`src/rtl/boid_frame_writer_pkg.sv`:
```
// rtl/boid_frame_writer_pkg.sv - shared video geometry, boid count and frame FSM encodings
package boid_frame_writer_pkg;

    localparam int MAX_BOIDS    = 8;
    localparam int BOID_IDX_W   = 3;
    localparam int VIDEO_WIDTH  = 640;
    localparam int VIDEO_HEIGHT = 480;
    localparam int PIXEL_COUNT  = VIDEO_WIDTH * VIDEO_HEIGHT;
    localparam int ADDR_W       = $clog2(PIXEL_COUNT) + 1;

    // Sprite side length (1..4) and the counter width that covers 0..SPRITE-1
    localparam int SPRITE   = 2;
    localparam int SPRITE_W = 2;

    // Frame sequencer state encodings
    localparam logic [2:0] S_IDLE  = 3'd0;
    localparam logic [2:0] S_CLEAR = 3'd1;
    localparam logic [2:0] S_FETCH = 3'd2;
    localparam logic [2:0] S_DRAW  = 3'd3;
    localparam logic [2:0] S_DONE  = 3'd4;

endpackage

```
`src/rtl/boid_pixel_addr.sv`:
```
// rtl/boid_pixel_addr.sv - combinational pixel coordinate to display RAM address with clipping
module boid_pixel_addr
    import boid_frame_writer_pkg::*;
(
    input  logic [10:0]       px,
    input  logic [9:0]        py,
    output logic              in_bounds,
    output logic [ADDR_W-1:0] addr
);

    localparam logic [10:0] WIDTH_LIM  = 11'(VIDEO_WIDTH);
    localparam logic [9:0]  HEIGHT_LIM = 10'(VIDEO_HEIGHT);

    logic [ADDR_W-1:0] px_ext;
    logic [ADDR_W-1:0] py_ext;

    // py*640 built as (py<<9)+(py<<7) so no multiplier is needed
    always_comb begin
        px_ext    = ADDR_W'(px);
        py_ext    = ADDR_W'(py);
        in_bounds = (px < WIDTH_LIM) && (py < HEIGHT_LIM);
        addr      = (py_ext << 9) + (py_ext << 7) + px_ext;
    end

endmodule

```
`src/rtl/boid_frame_writer.sv`:
```
// rtl/boid_frame_writer.sv - per-frame sequencer that clears the display RAM and draws every boid sprite
module boid_frame_writer
    import boid_frame_writer_pkg::*;
(
    input  logic                  clock,
    input  logic                  reset,
    input  logic                  frame_end,
    output logic [BOID_IDX_W-1:0] boid_sel,
    input  logic [9:0]            boid_x,
    input  logic [8:0]            boid_y,
    output logic                  mem_clear,
    output logic                  mem_we,
    output logic [ADDR_W-1:0]     mem_addr,
    output logic                  mem_wdata,
    output logic                  busy,
    output logic                  frame_done,
    output logic                  overrun
);

    localparam logic [SPRITE_W-1:0]   SPRITE_LAST = SPRITE_W'(SPRITE - 1);
    localparam logic [BOID_IDX_W-1:0] BOID_LAST   = BOID_IDX_W'(MAX_BOIDS - 1);

    logic [2:0]          state;
    logic [9:0]          bx;
    logic [8:0]          by;
    logic [SPRITE_W-1:0] dx;
    logic [SPRITE_W-1:0] dy;
    logic [10:0]         px;
    logic [9:0]          py;
    logic                in_bounds;
    logic [ADDR_W-1:0]   addr;

    // Current sprite pixel; widened so the edge clip can see coordinates past the screen
    always_comb begin
        px = {1'b0, bx} + 11'(dx);
        py = {1'b0, by} + 10'(dy);
    end

    boid_pixel_addr u_pixel_addr (
        .px        (px),
        .py        (py),
        .in_bounds (in_bounds),
        .addr      (addr)
    );

    // Frame sequencer: every output is registered, pulses default low each cycle
    always_ff @(posedge clock) begin
        if (reset) begin
            state      <= S_IDLE;
            boid_sel   <= '0;
            bx         <= '0;
            by         <= '0;
            dx         <= '0;
            dy         <= '0;
            mem_clear  <= 1'b0;
            mem_we     <= 1'b0;
            mem_wdata  <= 1'b0;
            mem_addr   <= '0;
            busy       <= 1'b0;
            frame_done <= 1'b0;
            overrun    <= 1'b0;
        end else begin
            mem_clear  <= 1'b0;
            mem_we     <= 1'b0;
            mem_wdata  <= 1'b0;
            frame_done <= 1'b0;

            // A frame boundary while still drawing means the frame budget was blown
            if (frame_end && (state != S_IDLE)) begin
                overrun <= 1'b1;
            end

            case (state)
                S_IDLE: begin
                    boid_sel <= '0;
                    if (frame_end) begin
                        state     <= S_CLEAR;
                        mem_clear <= 1'b1;
                        busy      <= 1'b1;
                    end
                end
                S_CLEAR: begin
                    state <= S_FETCH;
                end
                S_FETCH: begin
                    bx    <= boid_x;
                    by    <= boid_y;
                    dx    <= '0;
                    dy    <= '0;
                    state <= S_DRAW;
                end
                S_DRAW: begin
                    // Clipped pixels still take their cycle so the frame latency is fixed
                    mem_we    <= in_bounds;
                    mem_wdata <= in_bounds;
                    if (in_bounds) begin
                        mem_addr <= addr;
                    end
                    if (dx == SPRITE_LAST) begin
                        dx <= '0;
                        if (dy == SPRITE_LAST) begin
                            dy <= '0;
                            if (boid_sel == BOID_LAST) begin
                                state      <= S_DONE;
                                busy       <= 1'b0;
                                frame_done <= 1'b1;
                                boid_sel   <= '0;
                            end else begin
                                boid_sel <= boid_sel + 1'b1;
                                state    <= S_FETCH;
                            end
                        end else begin
                            dy <= dy + 1'b1;
                        end
                    end else begin
                        dx <= dx + 1'b1;
                    end
                end
                S_DONE: begin
                    state <= S_IDLE;
                end
                default: begin
                    state <= S_IDLE;
                end
            endcase
        end
    end

endmodule

```
`config.mk`:
```
export PLATFORM = sky130hd
export DESIGN_NAME = boid_frame_writer
export DESIGN_NICKNAME = d
export VERILOG_FILES = /design/src/rtl/boid_frame_writer_pkg.sv /design/src/rtl/boid_pixel_addr.sv /design/src/rtl/boid_frame_writer.sv
export SDC_FILE = /design/constraint.sdc
export NUM_CORES = 1
export LEC_CHECK = 0
export BUFFER_PORTS_ARGS = -buffer_cell sky130_fd_sc_hd__buf_2
export CORE_ASPECT_RATIO = 1.2
export CORE_MARGIN = 2
export CORE_UTILIZATION = 49
export DETAILED_ROUTE_END_ITERATION = 10
export GPL_ROUTABILITY_DRIVEN = 0
export GPL_TIMING_DRIVEN = 1
export PLACE_DENSITY = 0.71
export REMOVE_ABC_BUFFERS = 1
export SLEW_MARGIN = 20
export SYNTH_ARGS = -nofsm -noshare
export SYNTH_HDL_FRONTEND = slang
export SYNTH_SLANG_ARGS = --single-unit
export TNS_END_PERCENT = 20
```
`constraint.sdc`:
```
create_clock -name clock -period 5.35 [get_ports clock]
set_input_delay 1.07 -clock clock [delete_from_list [all_inputs] [get_ports clock]]
set_output_delay 1.07 -clock clock [all_outputs]
set_load 0.01 [all_outputs]
```
==> out/metrics.cfg <==
[routing]
totalWireLength_mm=6.233
drc=0
first_iter_violations=58
via_count=2642
wire_per_inst_um=12.49
avgViaCountPerCell=5.295
antenna_left=0
dr.pass1.iters=4

[layout]
final-instance-count-excl-fill=499
layout.nets=464
nFillCells=636
drive_gt1_share_pct=17.63
area_growth_pct=10.81
num_antenna_cells=0

[synthesis]
async_reset_ff_share_pct=0
yosys_warnings=0
synth-seq-cells=54
yosysSeqAreaShare_pct=34.35
synth_edf_count=0
synth_cells=374
synth-main-ff-cell=dfxtp_1
synth.distinct_cells=54
netlist_area_um2=3147
synth.avg_cell_area_um2=8.414

[timing]
finalCritPeriodShare_pct=71.13
skew_ns=0.009790
relSlewSlack_pct=42.57
setup_ws_ns=1.545
maxSlewViolCount=0
rsz0062_at_grt=no
period_needed_ns=3.805
hold_slack_ns=0.4584
max_slew.worst_pin.slew_ns=0.8589
fin_setup_tns_ns=0
finalHoldViolCount=0
max_freq_mhz=262.8
setup_viol_count_final=0

[cts]
cts_buffer_depth=2
numCtsBuffers=5
clock-sinks=54
ctsHtreeMaxLevel=2
cts_tree=yes
path_clk_slew_ns=0.10
cts_resized=0
post-cts-setup-buffers=0
hold_buffers=0
clkLatencyLatePin_ns=0.32
cts-root-buf=clkbuf_8

[placement]
numPortBuffers=50
dpl.cell_count=491
post-place-ws_ns=1.561
dpl.hpwl_mm=4.759

[grt]
antenna_found_initial=0
track_usage_pct=18.11
grt_pass1_wl_mm=10.64
grt_overflow=0
grt_max_degree=52
first_global_vias=2478

[setup_path]
rr_worst_depth=17
crit_start=dx[0]$_SDFFE_PP0P_
criticalPathCategory=reg2reg
start_kind=flip-flop
r2r-start=dx[0]$_SDFFE_PP0P_
cp_max_fo=5
cp.required_ns=5.52
worstSetupEndpointType=flip-flop
worstPathArrival_ns=3.97
crit_path_end=mem_addr[16]$_SDFFE_PP0P_
rrSetupSlack_ns=1.54
r2r-end=mem_addr[16]$_SDFFE_PP0P_

[run_status]
status=finished clean

[floorplanning]
io_pins=51
core_um2=6326
die_width_um=77.16
start_util_pct=49.74
design.die.area_um2=7082
core.rowCount=32
die_height_um=91.79

[flow_run]
maxCapViolations=0

[pwr]
pwr_density_cell_nw_per_um2=242.9
power.leakage_nw=1.525
ir_drop_mv=0.1960
power.total_mw=0.8471

[hold_path]
hp-class=reg2reg

cell usage in the layout (no fill, tap or decap), types with 9 or more instances in the layout:
| cell | synthesis | layout |
|---|---|---|
| buf_2 | 1 | 50 |
| inv_1 | 19 | 19 |
| ha_1 | 24 | 24 |
| dfxtp_1 | 54 | 54 |
| o21ai_0 | 15 | 15 |
| nand2_1 | 53 | 53 |
| xnor2_1 | 12 | 12 |
| nor2_1 | 21 | 21 |
| a211oi_1 | 9 | 9 |
| nand3_1 | 11 | 11 |
| a21oi_1 | 56 | 56 |
| nor3_1 | 14 | 14 |
cell usage after synthesis (all sizes together), types with 2 or more instances:
| library cell | number | area share, % |
|---|---|---|
| nand4 | 4 | 0.80 |
| nor2 | 21 | 2.5 |
| nand2b | 7 | 1.4 |
| o21ai | 15 | 2.4 |
| fa | 5 | 3.2 |
| a211oi | 9 | 2.1 |
| nand3 | 13 | 2.4 |
| o211a | 2 | 0.64 |
| xnor2 | 12 | 3.3 |
| xor2 | 7 | 1.9 |
| a31o | 2 | 0.56 |
| o211ai | 4 | 1.6 |
| nand2 | 54 | 6.5 |
| inv | 19 | 2.3 |
| nor2b | 3 | 0.60 |
| nor3 | 15 | 2.5 |
| and3 | 5 | 0.99 |
| clkbuf | 11 | 1.7 |
| or2 | 2 | 0.40 |
| ha | 24 | 9.5 |
| a21oi | 56 | 8.9 |
| buf | 7 | 2.5 |
| o2111ai | 2 | 0.56 |
| a21o | 2 | 0.48 |
| nor4bb | 2 | 0.64 |
| dfxtp | 54 | 34 |
power breakdown:
part           switching (mW)  leakage, nW  total, mW  internal, mW
clock                   0.138       0.0618      0.292         0.154
sequential             0.0178        0.438      0.437         0.419
combinational          0.0685         1.02      0.118        0.0494
worst max-delay path: stages, from the launching register on:
cell and delay [ns]:
dfxtp_1 0.39, ha_1 0.19, inv_1 0.06, fa_1 0.40
nand2b_1 0.20, nor2_1 0.16, and3_1 0.19, xor2_1 0.07
ha_1 0.29, ha_1 0.19, inv_1 0.06, fa_1 0.37
nand2b_1 0.19, a21oi_1 0.24, o2111ai_1 0.19, and3_1 0.21
o2111ai_1 0.16, o21ai_0 0.10
cell type report:
type	count	area, um^2	area share, %
well taps	85	106.4	3.050
multi-input cells	281	1842	52.82
inverters	19	71.32	2.045
clock inverters	2	38.79	1.112
clock buffers	6	82.58	2.368
flip-flops and latches	54	1081	31.00
repair buffers	52	265.3	7.607
sequential cells by signal (all words and copies together), names as in the netlist, 2 cells and up:
| name | cells |
|---|---|
| dy | 2 |
| boid_sel | 3 |
| bx | 10 |
| by | 9 |
| dx | 2 |
| state | 3 |
| mem_addr | 20 |
worst min path at each step:
stage                               from                         to  slack, ns  cells after the start
3_3_place_gp   mem_addr[16]$_SDFFE_PP0P_  mem_addr[16]$_SDFFE_PP0P_       0.44                      2
6_report       mem_addr[13]$_SDFFE_PP0P_  mem_addr[13]$_SDFFE_PP0P_       0.46                      2
5_1_grt        mem_addr[11]$_SDFFE_PP0P_  mem_addr[11]$_SDFFE_PP0P_       0.49                      2
4_1_cts        mem_addr[13]$_SDFFE_PP0P_  mem_addr[13]$_SDFFE_PP0P_       0.46                      2
2_1_floorplan         bx[0]$_SDFFE_PP0P_         bx[0]$_SDFFE_PP0P_       0.43                      2
3_5_place_dp   mem_addr[13]$_SDFFE_PP0P_  mem_addr[13]$_SDFFE_PP0P_       0.45                      2
cell families after synthesis:
group	count (synthesis)	synth area share [%]
simple gates	133	20.56
mux	1	0.3181
fa+ha+maj	29	12.72
buf+inv	39	7.117
compound gates	99	19.64
flops	54	34.35
xor+xnor	19	5.288
routing by layer:
metal | wire length [um] | track usage [%]
met5 | 0 | 0
met4 | 63 | 4.464
met3 | 214 | 3.740
met2 | 3116 | 34.06
met1 | 2840 | 20.67
metrics by stage:
step                area, um^2  util, %
global route              3487    55.12
detailed placement        3366    53.20
CTS                       3487    55.12
global placement          3366    53.20
finish                    3487    55.12
floorplan                 2994        -
(Power assumes the default switching activity.)
